File: config.mk
export PLATFORM = sky130hd
export DESIGN_NAME = sn74xx_mux_reg_flat
export DESIGN_NICKNAME = d
export VERILOG_FILES = /design/src/rtl/sn74xx_mux_reg_pkg.sv /design/src/rtl/sn74xx_mux_reg_if.sv /design/src/rtl/sn74xx_mux_n.sv /design/src/rtl/sn74xx_mux_reg.sv /design/src/flat_wrapper.sv
export SDC_FILE = /design/constraint.sdc
export NUM_CORES = 1
export LEC_CHECK = 0
export ABC_AREA = 1
export BUFFER_PORTS_ARGS = -buffer_cell sky130_fd_sc_hd__buf_2
export CELL_PAD_IN_SITES_DETAIL_PLACEMENT = 1
export CELL_PAD_IN_SITES_GLOBAL_PLACEMENT = 1
export CORE_AREA = 2 2 43 45
export DETAILED_ROUTE_END_ITERATION = 12
export DIE_AREA = 0 0 45 47
export HOLD_SLACK_MARGIN = 0.03
export PLACE_DENSITY = 0.68
export SKIP_LAST_GASP = 1
export SYNTH_ARGS = -nofsm -noshare
export SYNTH_HDL_FRONTEND = slang
export SYNTH_SLANG_ARGS = --single-unit
File: constraint.sdc
create_clock -name clk -period 1.4 [get_ports clk]
set_clock_uncertainty 0.2 [all_clocks]
set_input_delay 0.14 -clock clk [delete_from_list [all_inputs] [get_ports clk]]
set_output_delay 0.14 -clock clk [all_outputs]
set_load 0.02 [all_outputs]
File: src/rtl/sn74xx_mux_reg_pkg.sv
// Shared definitions for the registered N:1 multiplexer family.
// This file holds the mode encodings and the FSM state type.
package sn74xx_mux_reg_pkg;

  localparam logic MODE_MANUAL = 1'b0;
  localparam logic MODE_SCAN   = 1'b1;

  typedef enum logic {
    StManual = 1'b0,
    StScan   = 1'b1
  } state_e;

endpackage

File: src/rtl/sn74xx_mux_reg_if.sv
// Bus between a driver of the registered multiplexer and the multiplexer.
// The driver uses the master modport; the multiplexer uses the slave modport.
interface sn74xx_mux_reg_if #(
  parameter int unsigned WIDTH    = 4,
  parameter int unsigned CHANNELS = 2
);
  localparam int unsigned SELW = $clog2(CHANNELS);

  logic [CHANNELS*WIDTH-1:0] d;
  logic [SELW-1:0]           sel;
  logic                      mode;
  logic                      ld;
  logic                      str;
  logic [WIDTH-1:0]          out;
  logic [SELW-1:0]           ch;
  logic                      valid;
  logic                      wrap;

  modport master (output d, sel, mode, ld, str, input out, ch, valid, wrap);
  modport slave  (input d, sel, mode, ld, str, output out, ch, valid, wrap);

endinterface

File: src/rtl/sn74xx_mux_n.sv
// Combinational N:1 selector, the generalised '157 core.
// It outputs zero when the select points past the last channel.
module sn74xx_mux_n #(
  parameter int unsigned WIDTH    = 4,
  parameter int unsigned CHANNELS = 2
) (
  input  logic [CHANNELS*WIDTH-1:0]    d,
  input  logic [$clog2(CHANNELS)-1:0]  sel,
  output logic [WIDTH-1:0]             y
);
  localparam int unsigned SELW = $clog2(CHANNELS);

  always_comb begin
    y = '0;
    for (int unsigned k = 0; k < CHANNELS; k++) begin
      if (sel == SELW'(k)) y = d[k*WIDTH +: WIDTH];
    end
  end

endmodule

File: src/rtl/sn74xx_mux_reg.sv
// Registered N-channel multiplexer with strobe blanking and an auto-scan mode.
// The FSM, the scan counter and the output registers live here; selection is in sn74xx_mux_n.
module sn74xx_mux_reg
  import sn74xx_mux_reg_pkg::*;
#(
  parameter int unsigned WIDTH    = 4,
  parameter int unsigned CHANNELS = 2
) (
  input  logic              clk,
  input  logic              rst,
  sn74xx_mux_reg_if.slave   bus
);
  localparam int unsigned   SELW    = $clog2(CHANNELS);
  localparam logic [SELW:0] ChanLim = (SELW + 1)'(CHANNELS);
  localparam logic [SELW-1:0] LastCh = SELW'(CHANNELS - 1);

  state_e           state_q;
  logic [SELW-1:0]  cnt_q;
  logic [WIDTH-1:0] out_q;
  logic [SELW-1:0]  ch_q;
  logic             valid_q;
  logic             wrap_q;

  logic             entering;
  logic [SELW-1:0]  cnt_eff;
  logic [SELW-1:0]  mux_sel;
  logic [WIDTH-1:0] mux_y;
  logic             sel_in_range;

  // Entering SCAN restarts the walk at channel 0 on that very edge.
  always_comb begin
    entering     = (bus.mode == MODE_SCAN) && (state_q == StManual);
    cnt_eff      = entering ? '0 : cnt_q;
    mux_sel      = (bus.mode == MODE_SCAN) ? cnt_eff : bus.sel;
    sel_in_range = {1'b0, bus.sel} < ChanLim;
  end

  sn74xx_mux_n #(
    .WIDTH    (WIDTH),
    .CHANNELS (CHANNELS)
  ) u_mux (
    .d   (bus.d),
    .sel (mux_sel),
    .y   (mux_y)
  );

  always_ff @(posedge clk or posedge rst) begin
    if (rst) begin
      state_q <= StManual;
      cnt_q   <= '0;
      out_q   <= '0;
      ch_q    <= '0;
      valid_q <= 1'b0;
      wrap_q  <= 1'b0;
    end else if (bus.ld) begin
      wrap_q <= 1'b0;
      if (bus.mode == MODE_MANUAL) begin
        state_q <= StManual;
        ch_q    <= bus.sel;
        if (bus.str || !sel_in_range) begin
          out_q   <= '0;
          valid_q <= 1'b0;
        end else begin
          out_q   <= mux_y;
          valid_q <= 1'b1;
        end
      end else begin
        state_q <= StScan;
        if (bus.str) begin
          // Blanking pauses the walk rather than skipping a channel.
          out_q   <= '0;
          valid_q <= 1'b0;
          cnt_q   <= cnt_eff;
        end else begin
          out_q   <= mux_y;
          ch_q    <= cnt_eff;
          valid_q <= 1'b1;
          wrap_q  <= (cnt_eff == LastCh);
          cnt_q   <= (cnt_eff == LastCh) ? '0 : cnt_eff + 1'b1;
        end
      end
    end else begin
      wrap_q <= 1'b0;
    end
  end

  assign bus.out   = out_q;
  assign bus.ch    = ch_q;
  assign bus.valid = valid_q;
  assign bus.wrap  = wrap_q;

endmodule

File: src/flat_wrapper.sv
// flat-port wrapper written by rule: the top's interface ports become plain ports
module sn74xx_mux_reg_flat import sn74xx_mux_reg_pkg::*;
#(
  parameter int unsigned WIDTH    = 4,
  parameter int unsigned CHANNELS = 2
)
  (clk, rst, bus_d, bus_sel, bus_mode, bus_ld, bus_str, bus_out, bus_ch, bus_valid, bus_wrap);
  sn74xx_mux_reg_if #(.WIDTH(WIDTH), .CHANNELS(CHANNELS)) bus_i ();
  input  logic clk;
  input  logic rst;
  input wire logic [$bits(bus_i.d)-1:0] bus_d;
  input wire logic [$bits(bus_i.sel)-1:0] bus_sel;
  input wire logic [$bits(bus_i.mode)-1:0] bus_mode;
  input wire logic [$bits(bus_i.ld)-1:0] bus_ld;
  input wire logic [$bits(bus_i.str)-1:0] bus_str;
  output wire logic [$bits(bus_i.out)-1:0] bus_out;
  output wire logic [$bits(bus_i.ch)-1:0] bus_ch;
  output wire logic [$bits(bus_i.valid)-1:0] bus_valid;
  output wire logic [$bits(bus_i.wrap)-1:0] bus_wrap;
  assign bus_i.d = bus_d;
  assign bus_i.sel = bus_sel;
  assign bus_i.mode = bus_mode;
  assign bus_i.ld = bus_ld;
  assign bus_i.str = bus_str;
  assign bus_out = bus_i.out;
  assign bus_ch = bus_i.ch;
  assign bus_valid = bus_i.valid;
  assign bus_wrap = bus_i.wrap;
  sn74xx_mux_reg #(.WIDTH(WIDTH), .CHANNELS(CHANNELS)) u_core (.clk(clk), .rst(rst), .bus(bus_i));
endmodule
==> qor.yml <==
setup_path:
  crit_path_max_fanout: 3
  crit_start: "u_core.cnt_q$_DFFE_PP0P_"
  critPathCaptureType: "flip-flop"
  cp-start-kind: "flip-flop"
  rr_startpoint: "u_core.cnt_q$_DFFE_PP0P_"
  ff2ff_path_depth: 3
  crit_required_ns: 1.36
  r2r_setup_slack_ns: 0.03
  crit_arrival_ns: 1.33
  crit_type: "flip-flop to flip-flop"
  rr_endpoint: "u_core.cnt_q$_DFFE_PP0P_"
  timing.critical_path.to: "u_core.cnt_q$_DFFE_PP0P_"
logic_synthesis:
  syn-num-nets: 74
  synth_cells: 59
  yosys-top-cells-area: "dfrtp_1, nand2_1, inv_1"
  yosysWarnings: 0
  ys_seq_elements: 9
  synth_top_family_by_area: "simple AND/OR/NAND/NOR gates"
  syn_avg_cell_area_um2: 7.66
  ys_types: 11
  yosysTopAreaCell: "dfrtp_1"
  synth_top_area_share_pct: 49.9
  synth_xor_area_share_pct: 0
  synth-adder-area-share_pct: 2.77
  muxShareOfSynthArea_pct: 2.49
  netlist_area_um2: 452
  ys_seq_area_share_pct: 49.9
  synth_simple_gate_area_share_pct: 26.3
  synth_compound_area_share_pct: 6.09
sta:
  period_minus_slack_ns: 1.37
  setup-violations-final: 0
  hold-worst-slack_ns: 0.0333
  fmax_ghz: 0.730
  hold_viol_final: 0
  tightest_slew_ns: 0.355
  grt_setup_unrepaired: "true"
  drv_slew: 0
  fin_crit_sh_pct: 97.9
  slew_headroom_pct: 76.3
place:
  place_congestion: 0.749
  dp.cells: 96
  io_buffer_count: 20
  hpwl_um: 832
power_and_ir_drop:
  vdd_ir_drop_max_uv: 417
  p_leak_uw: 0.000429
  power.density_nw_per_um2: 1010
run:
  max-cap-violations: 0
hold_path:
  hp-class: "input port to flip-flop"
global_route:
  grt_pass1_wl_um: 2040
  grtUsageTotal_pct: 14.2
  grt_pass1_vias: 476
  grt_max_degree: 10
  grt_overflow: 0
  antenna_found_initial: 0
routing:
  via_per_inst: 4.22
  drt_iter0_markers: 3
  postRouteWirelength_um: 1190
  routedWlPerCell_um: 10.5
  vias: 477
  drt_first_pass_iters: 2
  route.detailed.drc: 0
  ant_nets: 0
clocking:
  clock_sinks: 9
  clk_latency_ns: 0.27
  max-clock-path-buffers: 2
  post-cts-setup-buffers: 0
  clk_pin_slew_ns: 0.07
  h-tree-depth: 1
  cts_buffers: 3
  cts_root_buffer: "clkbuf_4"
  cts_tree: "built"
final_layout:
  finalNetCount: 112
  layout-drive-gt1-share_pct: 28.1
  area_delta_synth_final_pct: 62.9
  diodes: 0
  layout_common_cells: "buf_2, nand2_1, inv_1"
  final_common_cell: "buf_2"
  stdcell_count: 113
die:
  core-area_um2: 1650
  io_pins: 21
  die_w_um: 45
  dieArea_um2: 2120
  start_util_pct: 27.3
  dieHeight_um: 47
  rows: 15
status:
  status: "finished, final reports clean"
-- Yosys cell counts --
| library cell | n |
|---|---|
| a21boi_0 | 1 |
| mux2_2 | 1 |
| o21ai_0 | 3 |
| a21oi_1 | 1 |
| nor2_1 | 2 |
| dfrtp_1 | 9 |
| ha_1 | 1 |
| nand2_1 | 16 |
| inv_1 | 15 |
| nand3_1 | 9 |
| nand2_2 | 1 |
-- per-layer routing --
metal / wire (um) / up-vias / track usage [%]
met4: 51 / 0 / 12.4
met1: 529 / 204 / 17.8
met2: 553 / 15 / 20.3
met5: 0 / - / 0
met3: 51 / 5 / 3.46
li1: - / 253 / -
-- worst min path at each step --
| stage | from | end | slack, ns | cells past startpoint |
|---|---|---|---|---|
| 5_1_grt | bus_str | u_core.bus.ch$_DFFE_PP0P_ | 0.07 | 4 |
| 6_report | bus_str | u_core.bus.ch$_DFFE_PP0P_ | 0.03 | 4 |
| 2_1_floorplan | rst | u_core.bus.ch$_DFFE_PP0P_ | -0.23 | 1 |
| 3_5_place_dp | rst | u_core.bus.out[1]$_DFFE_PP0P_ | -0.08 | 2 |
| 3_3_place_gp | rst | u_core.bus.out[3]$_DFFE_PP0P_ | -0.08 | 2 |
| 4_1_cts | bus_str | u_core.bus.ch$_DFFE_PP0P_ | 0.03 | 4 |
-- power breakdown --
part | switching, uW | leakage, uW | total [uW] | internal [uW]
registers | 21.5 | 0.000114 | 321 | 299
logic | 111 | 0.000300 | 212 | 102
clock network | 101 | 0.0000150 | 212 | 110
-- per-stage QoR --
stage / utilization, % / setup TNS, ns / total power (uW) / cell area (um2) / setup WS (ns)
floorplan: - / 0 / 439 / 452 / 0.0889
global placement: 34.7 / 0 / 497 / 573 / 0.0775
detailed placement: 34.7 / -0.000162 / 504 / 573 / -0.000162
CTS: 43.6 / 0 / 745 / 719 / 0.0431
global route: 44.5 / -0.0108 / 805 / 736 / -0.0108
finish: 44.5 / 0 / 745 / 736 / 0.0299
-- cell type report --
class / instances / area [um2]
fillers: 214 / 916
clock buffers: 4 / 26.3
repair buffers: 33 / 230
multi-input cells: 35 / 176
well taps: 17 / 21.3
flip-flops and latches: 9 / 225
inverters: 15 / 56.3
-- critical path, cell delays in order (launching register included) --
cell      delay (ns)
dfrtp_1         0.39
a21boi_2        0.16
ha_1            0.26
mux2_2          0.25
-- flip-flops by register name, summed over array words and instances (netlist names) --
name	count
u_core.bus.wrap	1
u_core.bus.valid	1
u_core.state_q	1
u_core.bus.ch	1
u_core.bus.out	4
u_core.cnt_q	1
-- cells by family after synthesis --
family                     count (synthesis)
DFF                                        9
AOI/OAI and AO/OA                          5
muxes                                      1
buffers and inverters                     15
adders and majority gates                  1
and+or+nand+nor                           28
-- repair_timing --
| item | in CTS | in global routing |
|---|---|---|
| hold endpoints to repair | 16 | 1 |
| resized for setup | 1 | 2 |
| setup endpoints to repair | 1 | 5 |
| hold buffers | 12 | 1 |
Power figures use the tool's default switching activity.
